[config.mk]
export PLATFORM = sky130hd
export DESIGN_NAME = serial_block_subtractor_flat
export DESIGN_NICKNAME = d
export VERILOG_FILES = /design/src/rtl/serial_block_subtractor_if.sv /design/src/rtl/serial_block_subtractor.sv /design/src/flat_wrapper.sv
export SDC_FILE = /design/constraint.sdc
export NUM_CORES = 1
export LEC_CHECK = 0
export BUFFER_PORTS_ARGS = -buffer_cell sky130_fd_sc_hd__buf_2
export CAP_MARGIN = 15
export CORE_MARGIN = 3
export CORE_UTILIZATION = 34
export CTS_CLUSTER_DIAMETER = 50
export CTS_CLUSTER_SIZE = 10
export DETAILED_ROUTE_END_ITERATION = 6
export GPL_ROUTABILITY_DRIVEN = 0
export GPL_TIMING_DRIVEN = 0
export PLACE_DENSITY = 0.55
export SLEW_MARGIN = 15
export SYNTH_ARGS = -nofsm -noshare
export SYNTH_HDL_FRONTEND = slang
export SYNTH_SLANG_ARGS = --single-unit
[constraint.sdc]
create_clock -name clk -period 4.5 [get_ports clk]
set_input_delay 0.675 -clock clk [delete_from_list [all_inputs] [get_ports clk]]
set_output_delay 0.675 -clock clk [all_outputs]
set_load 0.01 [all_outputs]
[src/rtl/serial_block_subtractor_if.sv]
// Handshake and operand/result bundle for serial_block_subtractor.
//   Start    : request from the ALU controller (master -> slave)
//   A, B     : minuend and subtrahend (master -> slave)
//   Busy     : slices are being processed (slave -> master)
//   Done     : one-cycle completion pulse (slave -> master)
//   Diff     : A - B modulo 2^WIDTH (slave -> master)
//   Bout     : borrow, 1 iff unsigned A < B (slave -> master)
//   Overflow : signed overflow of A - B (slave -> master)
interface serial_block_subtractor_if #(
  parameter int WIDTH = 32
) ();
  logic             Start;
  logic [WIDTH-1:0] A;
  logic [WIDTH-1:0] B;
  logic             Busy;
  logic             Done;
  logic [WIDTH-1:0] Diff;
  logic             Bout;
  logic             Overflow;

  modport master (
    output Start, A, B,
    input  Busy, Done, Diff, Bout, Overflow
  );

  modport slave (
    input  Start, A, B,
    output Busy, Done, Diff, Bout, Overflow
  );
endinterface

[src/rtl/serial_block_subtractor.sv]
// Multi-cycle subtractor: Diff = A + ~B + 1, one BLOCK-bit slice per clock,
// with the slice carry rippled through a register. Reports borrow and signed
// overflow together with the difference at the completion edge.
// Ports:
//   clk : single clock, rising edge
//   rst : synchronous, active-high reset (aborts any operation in flight)
//   bus : serial_block_subtractor_if.slave (Start/A/B in, Busy/Done/Diff/
//         Bout/Overflow out, all outputs registered)
module serial_block_subtractor #(
  parameter int WIDTH = 32,
  parameter int BLOCK = 4
) (
  input  logic                      clk,
  input  logic                      rst,
  serial_block_subtractor_if.slave  bus
);

  localparam int N  = WIDTH / BLOCK;
  localparam int KW = (N > 1) ? $clog2(N) : 1;

  typedef enum logic [1:0] {
    IDLE = 2'd0,
    RUN  = 2'd1,
    DONE = 2'd2
  } state_t;

  state_t           state;
  state_t           next_state;
  logic [WIDTH-1:0] op_a;
  logic [WIDTH-1:0] op_nb;
  logic [WIDTH-1:0] work;
  logic [WIDTH-1:0] work_nxt;
  logic             carry;
  logic [KW-1:0]    k;
  logic [BLOCK-1:0] a_slice;
  logic [BLOCK-1:0] nb_slice;
  logic [BLOCK:0]   sum;
  logic             last;
  logic             accept;
  logic             busy_nxt;
  logic             done_nxt;

  assign last   = (k == KW'(N - 1));
  // Start is only looked at when no operation is in progress.
  assign accept = ((state == IDLE) || (state == DONE)) && bus.Start;

  // State register.
  always_ff @(posedge clk) begin
    if (rst) begin
      state <= IDLE;
    end else begin
      state <= next_state;
    end
  end

  // Next-state logic.
  always_comb begin
    next_state = IDLE;
    case (state)
      IDLE: begin
        if (bus.Start) next_state = RUN;
        else           next_state = IDLE;
      end
      RUN: begin
        if (last) next_state = DONE;
        else      next_state = RUN;
      end
      DONE: begin
        if (bus.Start) next_state = RUN;
        else           next_state = IDLE;
      end
      default: next_state = IDLE;
    endcase
  end

  // Output decode: values Busy/Done take after the coming edge.
  always_comb begin
    busy_nxt = 1'b0;
    done_nxt = 1'b0;
    case (next_state)
      RUN:     busy_nxt = 1'b1;
      DONE:    done_nxt = 1'b1;
      default: begin
        busy_nxt = 1'b0;
        done_nxt = 1'b0;
      end
    endcase
  end

  // Slice adder for the current k; work_nxt is the working result with this
  // slice merged in, so the last slice can go straight to Diff.
  always_comb begin
    a_slice  = op_a[k*BLOCK +: BLOCK];
    nb_slice = op_nb[k*BLOCK +: BLOCK];
    sum      = {1'b0, a_slice} + {1'b0, nb_slice} + {{BLOCK{1'b0}}, carry};
    work_nxt = work;
    work_nxt[k*BLOCK +: BLOCK] = sum[BLOCK-1:0];
  end

  // Operand latch, slice iteration and registered outputs.
  always_ff @(posedge clk) begin
    if (rst) begin
      op_a         <= {WIDTH{1'b0}};
      op_nb        <= {WIDTH{1'b0}};
      work         <= {WIDTH{1'b0}};
      carry        <= 1'b0;
      k            <= {KW{1'b0}};
      bus.Busy     <= 1'b0;
      bus.Done     <= 1'b0;
      bus.Diff     <= {WIDTH{1'b0}};
      bus.Bout     <= 1'b0;
      bus.Overflow <= 1'b0;
    end else begin
      bus.Busy <= busy_nxt;
      bus.Done <= done_nxt;
      if (accept) begin
        op_a  <= bus.A;
        op_nb <= ~bus.B;
        work  <= {WIDTH{1'b0}};
        carry <= 1'b1;
        k     <= {KW{1'b0}};
      end else if (state == RUN) begin
        work  <= work_nxt;
        carry <= sum[BLOCK];
        k     <= k + KW'(1);
        if (last) begin
          bus.Diff <= work_nxt;
          bus.Bout <= ~sum[BLOCK];
          // Operand signs differ (op_nb holds ~B, so equal latched MSBs) and
          // the result sign departs from A.
          bus.Overflow <= (op_a[WIDTH-1] == op_nb[WIDTH-1]) &&
                          (work_nxt[WIDTH-1] != op_a[WIDTH-1]);
        end
      end
    end
  end

endmodule

[src/flat_wrapper.sv]
// flat-port wrapper written by rule: the top's interface ports become plain ports
module serial_block_subtractor_flat 
#(
  parameter int WIDTH = 32,
  parameter int BLOCK = 4
)
  (clk, rst, bus_Start, bus_A, bus_B, bus_Busy, bus_Done, bus_Diff, bus_Bout, bus_Overflow);
  serial_block_subtractor_if #(.WIDTH(WIDTH)) bus_i ();
  input  logic clk;
  input  logic rst;
  input wire logic [$bits(bus_i.Start)-1:0] bus_Start;
  input wire logic [$bits(bus_i.A)-1:0] bus_A;
  input wire logic [$bits(bus_i.B)-1:0] bus_B;
  output wire logic [$bits(bus_i.Busy)-1:0] bus_Busy;
  output wire logic [$bits(bus_i.Done)-1:0] bus_Done;
  output wire logic [$bits(bus_i.Diff)-1:0] bus_Diff;
  output wire logic [$bits(bus_i.Bout)-1:0] bus_Bout;
  output wire logic [$bits(bus_i.Overflow)-1:0] bus_Overflow;
  assign bus_i.Start = bus_Start;
  assign bus_i.A = bus_A;
  assign bus_i.B = bus_B;
  assign bus_Busy = bus_i.Busy;
  assign bus_Done = bus_i.Done;
  assign bus_Diff = bus_i.Diff;
  assign bus_Bout = bus_i.Bout;
  assign bus_Overflow = bus_i.Overflow;
  serial_block_subtractor #(.WIDTH(WIDTH), .BLOCK(BLOCK)) u_core (.clk(clk), .rst(rst), .bus(bus_i));
endmodule
; Word level (Yosys, flattened, before mapping)
; Index checks and enable logic that the tools add are counted.
[totals]
reg_bits = 138
in_bits = 67
out_inout_bits = 36
[op_classes]
add_sub_neg = 4
n_eq_ne = 7
n_shift = 4
n_mux = 8
n_bitwise = 3
reduce_logical = 8
[op_table]
columns = op, count
row1 = indexed part select 32 x 6 -> 4 bit, 2
row2 = negator 5 -> 34 bit, 1
row3 = "variable shift 4 x 34 -> 32 bit, first input constant", 1
row4 = indexed part select 4 x 34 -> 32 bit, 1
row5 = bitwise mux 32 bit, 1
row6 = inverter 32 bit, 1
row7 = adder 4 x 4 -> 5 bit, 1
row8 = adder 5 x 1 -> 5 bit, 1
row9 = two-way mux 1 bit, 5
row10 = "== test 2 x 1 -> 1 bit, second input constant", 2
row11 = "== test 2 bit, second input constant", 2
row12 = one-hot mux 2 bit (2 select lines), 1
row13 = OR reduction 2 bit, 2
row14 = "adder 3 x 1 -> 3 bit, second input constant", 1
row15 = "== test 3 bit, second input constant", 1
row16 = AND reduction 3 bit, 1
row17 = logical AND 1 bit, 2
row18 = logical NOT 2 bit, 1
row19 = two-way mux 2 bit, 1
row20 = inverter 1 bit, 2
row21 = nonzero test 2 bit, 1
row22 = == test 1 bit, 1
row23 = logical OR 1 bit, 1
row24 = != test 1 bit, 1

; Longest topological paths before layout
[depth]
ltp_word = 7
ltp_mapped = 13

; Worst setup path before layout
; No wires, ideal clock.
[synth_path]
path_kind = flip-flop to flip-flop
start = register u_core.k[0]
end = register u_core.bus.Diff[25]
setup_ns = 0.086
arrival_time_ns = 3.146
t_required_ns = 4.414
setup_slack_ns = 1.268
path_stages_with_launch = 13
path_buffers = 3
cell_sequence = dfxtp_1 -> buf_6 -> buf_6 -> buf_8 -> mux4_2 -> nand2_1 -> nand2_1 -> fa_1 -> inv_1 -> fa_1 -> nor3_1 -> mux2i_1 -> a211oi_1
[synth_between]
elab_chain_cells = 5
elab_cells_between_ends = 10
classes_between = 3 x add/sub / 1 x eq/ne / 4 x shift / 1 x mux / 1 x reduce/logical
[synth_lines]
columns = item, line
row1 = from (decl), serial_block_subtractor.sv:34  ; logic [KW-1:0] k;
row2 = from (signal assigned), serial_block_subtractor.sv:107  ; k <= {KW{1'b0}};
row3 = from (signal assigned), serial_block_subtractor.sv:121  ; k <= {KW{1'b0}};
row4 = from (signal assigned), serial_block_subtractor.sv:125  ; k <= k + KW'(1);
row5 = "indexed part select 32 x 6 -> 4 bit, on equally long branches", "serial_block_subtractor.sv:93, serial_block_subtractor.sv:94"
row6 = adder 4 x 4 -> 5 bit, serial_block_subtractor.sv:95  ; sum = {1'b0, a_slice} + {1'b0, nb_slice} + {{BLOCK{1'b0}}, carry};
row7 = adder 5 x 1 -> 5 bit, serial_block_subtractor.sv:95
row8 = indexed part select 4 x 34 -> 32 bit, serial_block_subtractor.sv:97  ; work_nxt[k*BLOCK +: BLOCK] = sum[BLOCK-1:0];
row9 = bitwise mux 32 bit, serial_block_subtractor.sv:97
row10 = to (signal assigned), serial_block_subtractor.sv:110  ; bus.Diff <= {WIDTH{1'b0}};
row11 = to (signal assigned), serial_block_subtractor.sv:127  ; bus.Diff <= work_nxt;
row12 = to (decl), serial_block_subtractor_if.sv:28  ; output Busy, Done, Diff, Bout, Overflow
; Parallel ways exist; a longest one is shown, timed or not.
; A chain may end at the register's enable or synchronous reset.

; Final worst setup path
[layout_path]
start = register u_core.k[1]
end = register u_core.bus.Diff[13]
; The elaborated chain is that of the path after synthesis.

==> impl_metrics.yaml <==
floorplan:
  start_util: 0.348
  pin_count: 103
  coreArea_sq_um: 18000
  fp.dieH_um: 142
  die_x_um: 142
  rows: 49
  die-area_sq_um: 20100
drt:
  drt_wl_total_mm: 18.0
  first_pass_iters: 7
  wl_per_cell_um: 17.1
  avgViaCountPerCell: 5.04
  drc: 0
  via_count: 5320
  antenna_left: 0
  drt_iter0_drc: 300
sta:
  grt_setup_unrepaired: "false"
  fin_skew_ps: 7.33
  finalSetupViolCount: 0
  finalSetupTns_ps: 0
  fmaxAchievable_ghz: 0.238
  max-slew-margin-rel: 0.481
  final.period_utilization: 0.935
  final_hold_viol_count: 0
  min_period_ps: 4210
  tightest_slew_ps: 778
  setup_ws_ps: 294
  slew_viol_final: 0
final_layout:
  layout.nets: 893
  syn_to_final_growth_pct: 21.8
  final_util: 0.424
  drive_gt1_frac: 0.225
  final_cells: 1055
  n_fill_cell: 1846
  antenna_cells: 0
synthesis:
  synth.largest_area_cell: "dfxtp_1"
  synthDistinctLibCells: 55
  syn_inst: 693
  avgSynthCellArea_sq_um: 9.05
  ys_warn_count: 0
  netlist_top_cells_count: "dfxtp_1 (138), nand2_1 (122), nor2_1 (93), a21oi_1 (59), a211oi_1 (57)"
  post_synth_instance_area_sq_um: 6270
  async_reset_ff_frac: 0
  synth_edf_count: 0
  synth_flop_cell: "dfxtp_1"
  synth_area_leaders: "dfxtp_1 (44%), nand2_1 (7.3%), a211oi_1 (6.8%)"
  ys_seq_area_frac: 0.440
  synth_most_common_cell: "dfxtp_1"
  synth_top_area_frac: 0.440
  ys_ff_latch: 138
  synth_fp_nets: 772
grt:
  overflow: 0
  top_usage_layer: "met2"
  use_met3: 0.0492
  grtUsageMet1: 0.253
  grt_max_degree: 17
  antenna_found_initial: 0
  grt_pass1_wl_mm: 28.8
  grtUsageMet2: 0.288
  grt_usage: 0.185
  grt_pass1_vias: 5235
clock_network:
  cts_hold_buf: 0
  cts_made_buffers: 17
  cts_tree: "yes"
  clock_latency_ps: 430
  path_clk_slew_ps: 60
  cts_setup_buffers: 0
  cts_repair_resize_count: 0
  clock-sinks: 138
  clockBufferDepth: 2
  h-tree-depth: 4
  clockRootBuffer: "clkbuf_16"
critical_path:
  path_cells: "buf_2 > buf_2 > buf_2 > mux4_2 > nand2_1 > nand2_1 > fa_1 > inv_1 > fa_1 > nor3_1 > mux2i_1 > a211oi_1"
  worstPathRequired_ps: 4840
  crit_slowest_cell: "nor3_1"
  endpoint_kind: "flip-flop"
  critPathMaxFanout: 10
  path_delay_family: "buffers and inverters"
  crit_buf_inv: 4
  reg2reg_slack_ps: 290
  cpMostUsedCell: "buf_2"
  arrival_ps: 4540
  max_stage_delay_ps: 670
  cp-start-kind: "flip-flop"
  worstSetupPathType: "flip-flop to flip-flop"
placed_design:
  place_ws_ps: 256
  dp_cells: 1024
  port_buffers: 102
  post-dp-hpwl_mm: 13.3
power_and_ir_drop:
  power_density_nw_per_um2: 389
  max-vdd-ir-drop_mv: 0.343
  power.total_mw: 2.97
  p_leak_nw: 2.88
job:
  maxCapViolCount: 0
min_path:
  hp-class: "input pin to flip-flop"
run_status:
  outcome: "finished, final reports clean"
## placed cells by master (no fill, tap or decap), types with 10 or more instances in the layout
cell	count
a211oi_1	57
a21oi_1	59
buf_2	113
clkbuf_1	31
clkbuf_16	17
dfxtp_1	138
ha_1	10
mux2i_1	29
mux4_2	16
nand2_1	122
nor2_1	93
o21ai_0	12
## kinds of logic after synthesis
family,after synthesis,share of synthesized area
buffers and inverters,62,0.0455
muxes,45,0.104
xor gates and xnor gates,2,0.00279
DFF,138,0.440
adders and majority gates,12,0.0263
and+or+nand+nor,281,0.218
AOI/OAI and AO/OA,153,0.163
## flip-flops by register name, summed over array words and instances, names as in the netlist
signal / cells
u_core.bus.Diff: 32
u_core.op_a: 32
u_core.op_nb: 32
u_core.work: 32
u_core.k: 3
u_core.state: 2
u_core.bus.Bout: 1
u_core.bus.Busy: 1
u_core.bus.Done: 1
u_core.bus.Overflow: 1
u_core.carry: 1
## power by group
part | total, mW | switching [mW] | internal, mW | leakage (nW)
combinational | 0.330 | 0.207 | 0.123 | 1.48
sequential | 1.29 | 0.0249 | 1.27 | 1.13
clock | 1.35 | 0.533 | 0.814 | 0.273
total | 2.97 | 0.765 | 2.21 | 2.88
## worst paths after layout
| path | from | to | cells past startpoint |
|---|---|---|---|
| min reg2reg | u_core.bus.Diff[17] | u_core.bus.Diff[17] | 2 |
| max reg2reg | u_core.k[1] | u_core.bus.Diff[13] | 12 |
| max | u_core.k[1] | u_core.bus.Diff[13] | 12 |
| min | bus_B[15] | u_core.op_nb[15] | 2 |
## per-stage QoR
step           cell area [sq um]  hold slack (ps)
6_report                    7640              417
3_5_place_dp                7070              446
4_1_cts                     7640              406
2_1_floorplan               6270              432
5_1_grt                     7640              403
3_3_place_gp                7070              441
## final cells by class
class / count / area, sq um / share of cell area
Buffer: 55 / 259 / 0.0339
Clock buffer: 21 / 480 / 0.0628
Clock inverter: 10 / 92.6 / 0.0121
Inverter: 7 / 26.3 / 0.00344
Multi-Input combinational cell: 493 / 3230 / 0.422
Sequential cell: 138 / 2760 / 0.361
Tap cell: 229 / 287 / 0.0375
Timing Repair Buffer: 102 / 510 / 0.0668
## layer usage
| metal | wire length [um] | part of all wire |
|---|---|---|
| met5 | 0 | 0 |
| met4 | 282 | 0.016 |
| met3 | 896 | 0.050 |
| met2 | 8170 | 0.45 |
| met1 | 8660 | 0.48 |
(Power assumes the default switching activity.)
